### src/rtl/sprite_motion_ctrl.sv
// ============================================================================
// sprite_motion_ctrl
// ----------------------------------------------------------------------------
// Player-sprite controller for the VGA game path. On each per-frame move tick
// it turns held-key levels into a clamped sprite position, a 4-way facing
// direction and a walk-animation frame index. Every clock it also maps the
// current scan pixel to a registered sprite-ROM address plus an in-sprite
// flag. Left-facing pixels are mirrored from the right-facing art, so a
// single ROM holds every frame.
//
// Optional build macro:
//   SPRITE_WRAP_EN - horizontal motion wraps around the screen instead of
//                    clamping at the walls. Vertical motion always clamps.
//
// Ports:
//   i_clk            system clock
//   i_rst_n          asynchronous, active-low reset
//   i_move_tick      one-cycle pulse per video frame; motion and animation
//                    update only on this pulse
//   i_key_up/down/left/right  held-key levels (already debounced)
//   i_x, i_y         current scan column / row
//   o_left_border    sprite left edge (registered)
//   o_up_border      sprite top edge (registered)
//   o_right_border   left + SPR_W - 1 (combinational)
//   o_down_border    up + SPR_H - 1 (combinational)
//   o_dir            facing: 0 up, 1 down, 2 left, 3 right
//   o_walking        high while in the WALK state
//   o_anim_frame     current walk-animation frame
//   o_rom_addr       sprite-ROM address for the previous cycle's (x,y)
//   o_in_sprite      previous cycle's (x,y) lay inside the sprite box
// ============================================================================
module sprite_motion_ctrl #(
    parameter int SPR_W    = 40,
    parameter int SPR_H    = 40,
    parameter int SCR_W    = 640,
    parameter int SCR_H    = 480,
    parameter int STEP     = 2,
    parameter int START_X  = 320,
    parameter int START_Y  = 240,
    parameter int FRAMES   = 4,
    parameter int ANIM_DIV = 8,
    parameter int ADDR_W   = 13
) (
    input  logic                                         i_clk,
    input  logic                                         i_rst_n,
    input  logic                                         i_move_tick,
    input  logic                                         i_key_up,
    input  logic                                         i_key_down,
    input  logic                                         i_key_left,
    input  logic                                         i_key_right,
    input  logic [9:0]                                   i_x,
    input  logic [9:0]                                   i_y,
    output logic [9:0]                                   o_left_border,
    output logic [9:0]                                   o_up_border,
    output logic [9:0]                                   o_right_border,
    output logic [9:0]                                   o_down_border,
    output logic [1:0]                                   o_dir,
    output logic                                         o_walking,
    output logic [((FRAMES > 1) ? $clog2(FRAMES) : 1)-1:0] o_anim_frame,
    output logic [ADDR_W-1:0]                            o_rom_addr,
    output logic                                         o_in_sprite
);

    localparam int FRAME_W = (FRAMES > 1) ? $clog2(FRAMES) : 1;
    localparam int CNT_W   = (ANIM_DIV > 1) ? $clog2(ANIM_DIV) : 1;

    localparam logic [CNT_W-1:0]   ANIM_LAST = CNT_W'(ANIM_DIV - 1);
    localparam logic signed [11:0] STEP_S    = 12'(STEP);
    localparam logic signed [11:0] MAX_X_S   = 12'(SCR_W - SPR_W);
    localparam logic signed [11:0] MAX_Y_S   = 12'(SCR_H - SPR_H);
    localparam logic [9:0]         MAX_X     = 10'(SCR_W - SPR_W);
    localparam logic [9:0]         MAX_Y     = 10'(SCR_H - SPR_H);
    localparam logic [9:0]         COL_LAST  = 10'(SPR_W - 1);
    localparam logic [9:0]         ROW_LAST  = 10'(SPR_H - 1);
    localparam logic [ADDR_W-1:0]  FRAME_SZ  = ADDR_W'(SPR_W * SPR_H);
    localparam logic [ADDR_W-1:0]  ROW_SZ    = ADDR_W'(SPR_W);

    localparam logic [1:0] DIR_UP    = 2'd0;
    localparam logic [1:0] DIR_DOWN  = 2'd1;
    localparam logic [1:0] DIR_LEFT  = 2'd2;
    localparam logic [1:0] DIR_RIGHT = 2'd3;

    typedef enum logic {
        IDLE = 1'b0,
        WALK = 1'b1
    } state_t;

    state_t               r_state;
    logic [9:0]           r_left;
    logic [9:0]           r_up;
    logic [1:0]           r_dir;
    logic [FRAME_W-1:0]   r_frame;
    logic [CNT_W-1:0]     r_cnt;
    logic [ADDR_W-1:0]    r_addr;
    logic                 r_in;

    logic                 w_goLeft, w_goRight, w_goUp, w_goDown;
    logic                 w_anyMove;
    logic signed [11:0]   w_dx, w_dy;
    logic signed [11:0]   w_sumX, w_sumY;
    logic [9:0]           w_nextLeft, w_nextUp;
    logic [1:0]           w_nextDir;
    logic [9:0]           w_right, w_down;
    logic                 w_inBox;
    logic [9:0]           w_colRaw, w_col, w_row;
    logic [ADDR_W-1:0]    w_addr;

    // Opposing keys cancel, so each direction flag is "this key and not its opposite".
    assign w_goLeft  = i_key_left  & ~i_key_right;
    assign w_goRight = i_key_right & ~i_key_left;
    assign w_goUp    = i_key_up    & ~i_key_down;
    assign w_goDown  = i_key_down  & ~i_key_up;
    assign w_anyMove = w_goLeft | w_goRight | w_goUp | w_goDown;

    assign w_dx = w_goLeft ? -STEP_S : (w_goRight ? STEP_S : 12'sd0);
    assign w_dy = w_goUp   ? -STEP_S : (w_goDown  ? STEP_S : 12'sd0);

    // Signed 12-bit sums so a step past 0 goes negative instead of wrapping at 10 bits.
    assign w_sumX = $signed({2'b00, r_left}) + w_dx;
    assign w_sumY = $signed({2'b00, r_up})   + w_dy;

    // Horizontal next position. A step that overshoots a wall lands exactly on
    // the wall; in wrap builds only a step taken from the wall itself wraps.
    always_comb begin
        w_nextLeft = w_sumX[9:0];
        if (w_sumX < 12'sd0) begin
`ifdef SPRITE_WRAP_EN
            w_nextLeft = (r_left == 10'd0) ? MAX_X : 10'd0;
`else
            w_nextLeft = 10'd0;
`endif
        end else if (w_sumX > MAX_X_S) begin
`ifdef SPRITE_WRAP_EN
            w_nextLeft = (r_left == MAX_X) ? 10'd0 : MAX_X;
`else
            w_nextLeft = MAX_X;
`endif
        end
    end

    // Vertical motion always clamps.
    always_comb begin
        w_nextUp = w_sumY[9:0];
        if (w_sumY < 12'sd0) begin
            w_nextUp = 10'd0;
        end else if (w_sumY > MAX_Y_S) begin
            w_nextUp = MAX_Y;
        end
    end

    // Horizontal intent wins over vertical; no intent keeps the old facing.
    always_comb begin
        w_nextDir = r_dir;
        if (w_goLeft) begin
            w_nextDir = DIR_LEFT;
        end else if (w_goRight) begin
            w_nextDir = DIR_RIGHT;
        end else if (w_goUp) begin
            w_nextDir = DIR_UP;
        end else if (w_goDown) begin
            w_nextDir = DIR_DOWN;
        end
    end

    // Motion/animation state: everything here only moves on the frame tick.
    always_ff @(posedge i_clk or negedge i_rst_n) begin
        if (!i_rst_n) begin
            r_state <= IDLE;
            r_left  <= 10'(START_X);
            r_up    <= 10'(START_Y);
            r_dir   <= DIR_RIGHT;
            r_frame <= '0;
            r_cnt   <= '0;
        end else if (i_move_tick) begin
            r_left <= w_nextLeft;
            r_up   <= w_nextUp;
            r_dir  <= w_nextDir;
            case (r_state)
                IDLE: begin
                    if (w_anyMove) begin
                        r_state <= WALK;
                        r_cnt   <= '0;
                        r_frame <= FRAME_W'(1);
                    end
                end
                WALK: begin
                    if (w_anyMove) begin
                        if (r_cnt == ANIM_LAST) begin
                            r_cnt   <= '0;
                            r_frame <= r_frame + FRAME_W'(1);
                        end else begin
                            r_cnt <= r_cnt + CNT_W'(1);
                        end
                    end else begin
                        r_state <= IDLE;
                        r_cnt   <= '0;
                        r_frame <= '0;
                    end
                end
                default: begin
                    r_state <= IDLE;
                end
            endcase
        end
    end

    assign w_right = r_left + COL_LAST;
    assign w_down  = r_up + ROW_LAST;

    assign w_inBox = (i_x >= r_left) && (i_x <= w_right) &&
                     (i_y >= r_up)   && (i_y <= w_down);

    // Left-facing art is the right-facing art read back to front.
    assign w_colRaw = i_x - r_left;
    assign w_row    = i_y - r_up;
    assign w_col    = (r_dir == DIR_LEFT) ? (COL_LAST - w_colRaw) : w_colRaw;

    assign w_addr = ADDR_W'(r_frame) * FRAME_SZ + ADDR_W'(w_row) * ROW_SZ + ADDR_W'(w_col);

    // One-cycle pixel pipeline; address is forced to 0 outside the box.
    always_ff @(posedge i_clk or negedge i_rst_n) begin
        if (!i_rst_n) begin
            r_addr <= '0;
            r_in   <= 1'b0;
        end else begin
            r_in   <= w_inBox;
            r_addr <= w_inBox ? w_addr : '0;
        end
    end

    assign o_left_border  = r_left;
    assign o_up_border    = r_up;
    assign o_right_border = w_right;
    assign o_down_border  = w_down;
    assign o_dir          = r_dir;
    assign o_walking      = (r_state == WALK);
    assign o_anim_frame   = r_frame;
    assign o_rom_addr     = r_addr;
    assign o_in_sprite    = r_in;

endmodule

### config.mk
export PLATFORM = sky130hd
export DESIGN_NAME = sprite_motion_ctrl
export DESIGN_NICKNAME = d
export VERILOG_FILES = /design/src/rtl/sprite_motion_ctrl.sv
export SDC_FILE = /design/constraint.sdc
export NUM_CORES = 1
export LEC_CHECK = 0
export ABC_AREA = 0
export BUFFER_PORTS_ARGS = -buffer_cell sky130_fd_sc_hd__buf_4
export CORE_MARGIN = 10
export CORE_UTILIZATION = 50
export CTS_CLUSTER_DIAMETER = 60
export DETAILED_ROUTE_END_ITERATION = 8
export GPL_TIMING_DRIVEN = 0
export HOLD_SLACK_MARGIN = 0.12
export PLACE_DENSITY_LB_ADDON = 0.1
export SLEW_MARGIN = 20
export SYNTH_ARGS = -nofsm -noshare
export SYNTH_HDL_FRONTEND = slang
export SYNTH_SLANG_ARGS = --single-unit
### constraint.sdc
create_clock -name i_clk -period 6.5 [get_ports i_clk]
set_clock_uncertainty 0.15 [all_clocks]
set_input_delay 0.65 -clock i_clk [delete_from_list [all_inputs] [get_ports i_clk]]
set_output_delay 0.65 -clock i_clk [all_outputs]
set_load 0.01 [all_outputs]
Word level (Yosys, flattened, before mapping)
Index checks and enable logic that the tools add are counted.
W data, S select, Z words.
{"block": "classes", "multipliers": 2, "eq_ne": 4, "reduce_logical": 7, "n_mux": 23, "n_addsub": 11, "order_cmp": 8, "n_bitwise": 12}
{"op": "$mux W10", "count": 5}
{"op": "$add A11 B12 Y12", "count": 2}
{"op": "$lt A12 B1 Y1 const B", "count": 2}
{"op": "$mux W12", "count": 2}
{"op": "$add A10 B6 Y10 const B", "count": 2}
{"op": "$ge A10 B10 Y1", "count": 2}
{"op": "$le A10 B10 Y1", "count": 2}
{"op": "$sub A10 B10 Y10", "count": 2}
{"op": "$mux W2", "count": 9}
{"op": "$add A13 B10 Y13", "count": 1}
{"op": "$add A13 B13 Y13", "count": 1}
{"op": "$mux W13", "count": 1}
{"op": "$gt A12 B10 Y1 const B", "count": 1}
{"op": "$gt A12 B11 Y1 const B", "count": 1}
{"op": "$mul A10 B3 Y10 const B", "count": 1}
{"op": "$sub A6 B10 Y10 const A", "count": 1}
{"op": "$mux W3", "count": 3}
{"op": "$mul A2 B5 Y7 const B", "count": 1}
{"op": "$pmux W3 S2", "count": 1}
{"op": "$not A1 Y1", "count": 5}
{"op": "$and A1 B1 Y1", "count": 4}
{"op": "$pmux W2 S2", "count": 1}
{"op": "$reduce_and A2 Y1", "count": 2}
{"op": "$reduce_bool A4 Y1", "count": 1}
{"op": "other kinds (10)", "count": 14}
{"block": "totals", "inputBits": 27, "regBits": 42}

Longest topological paths before layout
{"block": "logic_depth", "depth_word": 8, "depth_mapped": 20, "depth_no_buf": 20}

Worst setup path after synthesis
Ideal clock, no wire load.
{"block": "synth_timing", "kind": "input port to flip-flop", "start": "in i_y[1]", "end": "reg r_addr[12], in the netlist o_rom_addr[12]", "setup_time_ps": 74, "arrival_time_ps": 4295, "path_stages": 18, "slack_ps": 1981, "path_cell_list": "fa_1 -> a21o_1 -> a21o_1 -> a21o_1 -> a21oi_1 -> xnor2_1 -> ha_1 -> ha_1 -> o21ai_0 -> nor2_1 -> a21oi_1 -> ha_1 -> ha_1 -> or3_1 -> o21ai_0 -> a21oi_1 -> xnor3_1 -> nor2_1"}
{"block": "synth_via", "elab_chain_cells": 5}
{"item": "start: declaration", "line": "52", "text": "input logic [9:0] i_y,"}
{"item": "$sub A10 B10 Y10", "line": "215", "text": "assign w_row = i_y - r_up;"}
{"item": "$mul A10 B3 Y10", "line": "218", "text": "assign w_addr = ADDR_W'(r_frame) * FRAME_SZ + ADDR_W'(w_row) * ROW_SZ + ADDR_W'(w_col);"}
{"item": "$add A13 B13 Y13", "line": "218"}
{"item": "$add A13 B10 Y13", "line": "218"}
{"item": "$mux W13 *", "line": "227", "text": "r_addr <= w_inBox ? w_addr : '0;"}
{"item": "end signal: assignment", "line": "227"}
{"item": "end: declaration", "line": "94", "text": "logic [ADDR_W-1:0] r_addr;"}
Every way passes the cells marked *; elsewhere a longest branch is shown, timed or not.
A chain may end at the register's enable or synchronous reset.

Worst setup path after layout
{"block": "layout_timing", "start": "reg r_up[1], in the netlist o_up_border[1]", "end": "reg r_addr[12], in the netlist o_rom_addr[12]"}
{"block": "layout_via", "elab_chain_cells": 5}
{"item": "start: declaration", "line": "90", "text": "logic [9:0] r_up;"}
{"item": "start signal: assignment", "line": "170", "text": "r_up <= 10'(START_Y);"}
{"item": "start signal: assignment", "line": "176", "text": "r_up <= w_nextUp;"}
{"item": "$sub A10 B10 Y10", "line": "215"}
{"item": "$mul A10 B3 Y10", "line": "218"}
{"item": "$add A13 B13 Y13", "line": "218"}
{"item": "$add A13 B10 Y13", "line": "218"}
{"item": "$mux W13 *", "line": "227"}
Marked as above.

==> impl_metrics.tcl <==
set metrics [dict create \
    outcome "completed" \
    period_needed_ps 4972 \
    synth.distinct_cells 68 \
    synthCells 610 \
    start_util_pct 50.78 \
    setup-tns-final_ps 0 \
    maxUsedRoutingLayer "met4" \
    whs_ps 159.8 \
    crit_type "register to register" \
    gr-total-overflow 0 \
    grt_pass1_vias 4709 \
    routedWlPerCell_um 15.35 \
    drive_gt1_share_pct 16.64 \
    hold_violations 0 \
    grt_usage_pct 17.53 \
    h-tree-depth 2 \
    drt_iter0_drc 210 \
    ios 86 \
    critPathArrivalTime_ps 5050 \
    place_ws_ps 1442 \
    yosysWarnings 0 \
    n_antenna_cell 0 \
    wl_met1_um 5853 \
    cp.required_ps 6580 \
    dieArea_sq_um 14870 \
    cts_resized 0 \
    cts_buffers 5 \
    final_nets 834 \
    port_buffers 81 \
    grt_setup_unrepaired "no" \
    cts_hold_buf 0 \
    wirelength_um 12880 \
    place.gp.congestion 0.9130 \
    vias_per_cell 5.508 \
    die_y_um 121.9 \
    synth_seq_cells 40 \
    drv_cap 0 \
    dr.pass1.iters 4 \
    root_buffer "clkbuf_8" \
    drc 0 \
    synth_area_sq_um 5195 \
    synth_edf_count 0 \
    clkTransAtPathRegs_ps 80 \
    worstMarginPinSlew_ps 589.1 \
    r2r_cells 17 \
    ant_nets 0 \
    async_flop_share_pct 100.0 \
    clock-sinks 40 \
    relSlewSlack_pct 60.69 \
    die_w_um 121.9 \
    cp-start-kind "register" \
    wl_met2_um 6384 \
    placed_area_sq_um 5988 \
    fin_crit_sh_pct 76.49 \
    fillers 961 \
    fin_area_sq_um 6100 \
    clk_path_buf_depth 2 \
    clk_latency_ps 300 \
    cts_setup_buffers 0 \
    critPathMaxFanout 6 \
    vias 4621 \
    coreArea_sq_um 10230 \
    wl_met3_um 459 \
    cp-end-kind "register" \
    setup_ws_ps 1528 \
    syn_area_per_cell_sq_um 8.516 \
    maxSlewViolCount 0 \
    grt_pass1_wl_um 21960 \
    dp_hpwl_um 11060 \
    area_delta_synth_final_pct 17.41 \
    ys_seq_area_share_pct 19.46 \
    fmaxAchievable_ghz 0.2011 \
    antenna_found_initial 0 \
    min_path_type "primary input to asynchronous set/reset pin" \
    tritoncts "built" \
    grt_max_degree 41 \
    row_count 37 \
    synthFlopType "dfrtp_1" \
    setup_viol 0 \
]
metrics by stage:
stage,instances,util [%]
3_3_place_gp,831,58.53
5_1_grt,839,59.62
6_report,839,59.62
3_5_place_dp,831,58.53
4_1_cts,839,59.62
2_1_floorplan,614,-
cells in the final DEF (no fill, tap or decap), drive strengths merged, types with 5 or more instances in the layout:
| master | Yosys | routed |
|---|---|---|
| buf | 6 | 87 |
| o22ai | 7 | 7 |
| nor4 | 6 | 6 |
| xnor2 | 43 | 43 |
| nor3 | 16 | 16 |
| a31oi | 8 | 8 |
| dfstp | 8 | 8 |
| o21bai | 5 | 5 |
| nand2b | 5 | 5 |
| inv | 78 | 78 |
| xor2 | 14 | 14 |
| a21oi | 36 | 36 |
| nand3 | 9 | 9 |
| nor2b | 11 | 11 |
| a221oi | 5 | 5 |
| or3 | 10 | 10 |
| nor3b | 6 | 6 |
| a21o | 17 | 17 |
| conb | 2 | 6 |
| a211oi | 7 | 7 |
| o21ai | 40 | 40 |
| o21a | 9 | 9 |
| a22o | 6 | 6 |
| ha | 96 | 96 |
| clkbuf | 4 | 9 |
| fa | 9 | 9 |
| nor2 | 46 | 46 |
| nand2 | 18 | 18 |
| dfrtp | 32 | 32 |
worst max-delay path: stages, from the launching register on:
cell and delay (ps):
dfrtp_1 480, inv_1 180, fa_1 460, a21o_1 170, a21o_1 210, xor2_1 240
ha_1 290, ha_1 300, a21o_1 180, a21oi_1 270, xnor2_1 220, fa_1 470
ha_1 360, and2_1 160, a31oi_1 210, a21oi_1 130, xnor3_1 340, nor2_1 90
final cells by class:
type / instances / area [sq um] / area share, %
Multi-Input combinational cell: 485 / 3849 / 63.10
Clock buffer: 5 / 68.82 / 1.128
Inverter: 79 / 296.5 / 4.862
Tap cell: 136 / 170.2 / 2.790
Buffer: 10 / 53.80 / 0.8821
Clock inverter: 3 / 42.54 / 0.6974
Timing Repair Buffer: 81 / 608.1 / 9.969
Sequential cell: 40 / 1011 / 16.57
flip-flops by register name (all words and copies together), names as in the netlist:
name,count
o_rom_addr,13
o_up_border,9
r_cnt,3
o_anim_frame,2
o_walking,1
o_dir,2
o_left_border,9
o_in_sprite,1
routing by layer:
metal	track usage (%)	vias up
met5	0	-
met3	2.544	11
met4	3.949	0
met1	21.80	2180
li1	-	2356
met2	31.16	74
cells by family after synthesis:
family	count (synthesis)	synth area share, %
multiplexers	3	0.5781
adder cells (fa/ha/maj)	105	26.59
other	2	0.1446
flip-flops	40	19.46
XOR/XNOR	58	10.04
buffers and inverters	89	6.743
AO/OA/AOI/OAI	169	22.30
AND/OR/NAND/NOR	144	14.14
path summary, 6_finish.rpt:
kind / from / endpoint / slack (ps)
worst max-delay path: o_up_border[1] / o_rom_addr[12] / 1530
worst min-delay path: i_rst_n / o_rom_addr[2] / 160
worst max register to register: o_up_border[1] / o_rom_addr[12] / 1530
worst min register to register: r_cnt[1] / r_cnt[1] / 360
max in group asynchronous: i_rst_n / o_up_border[6] / 5670
min in group i_clk: r_cnt[1] / r_cnt[1] / 360
cells in the mapped netlist (3+ instances only):
master | count | share of area [%]
a211oi_1 | 4 | 0.58
a21oi_1 | 36 | 3.5
buf_4 | 4 | 0.58
o2111ai_1 | 4 | 0.67
o21ai_1 | 3 | 0.29
and2_1 | 3 | 0.36
nand2b_1 | 5 | 0.60
nor2_1 | 46 | 3.3
dfrtp_1 | 32 | 15
ha_1 | 96 | 23
inv_1 | 78 | 5.6
mux2i_1 | 3 | 0.58
nor3_1 | 16 | 1.5
a31oi_1 | 8 | 0.96
a22o_1 | 6 | 1.0
nand2_1 | 18 | 1.3
and3_1 | 3 | 0.36
dfstp_2 | 8 | 4.0
xnor2_1 | 43 | 7.2
a221oi_1 | 5 | 0.84
fa_1 | 9 | 3.5
nor3b_1 | 6 | 0.87
a211oi_2 | 3 | 0.72
nor2b_1 | 11 | 1.3
nand4_1 | 4 | 0.48
or3_1 | 9 | 1.1
nor4_1 | 6 | 0.72
xor2_1 | 14 | 2.4
o21ai_0 | 35 | 3.4
clkbuf_1 | 4 | 0.29
o21a_1 | 9 | 1.3
nand3_1 | 9 | 0.87
a21o_1 | 17 | 2.5
o21bai_1 | 5 | 0.72
o22ai_1 | 7 | 0.84
Power is left out: the tool's default activity adds up to more than one toggle a clock period on the data nets, which glitch-free logic cannot reach.
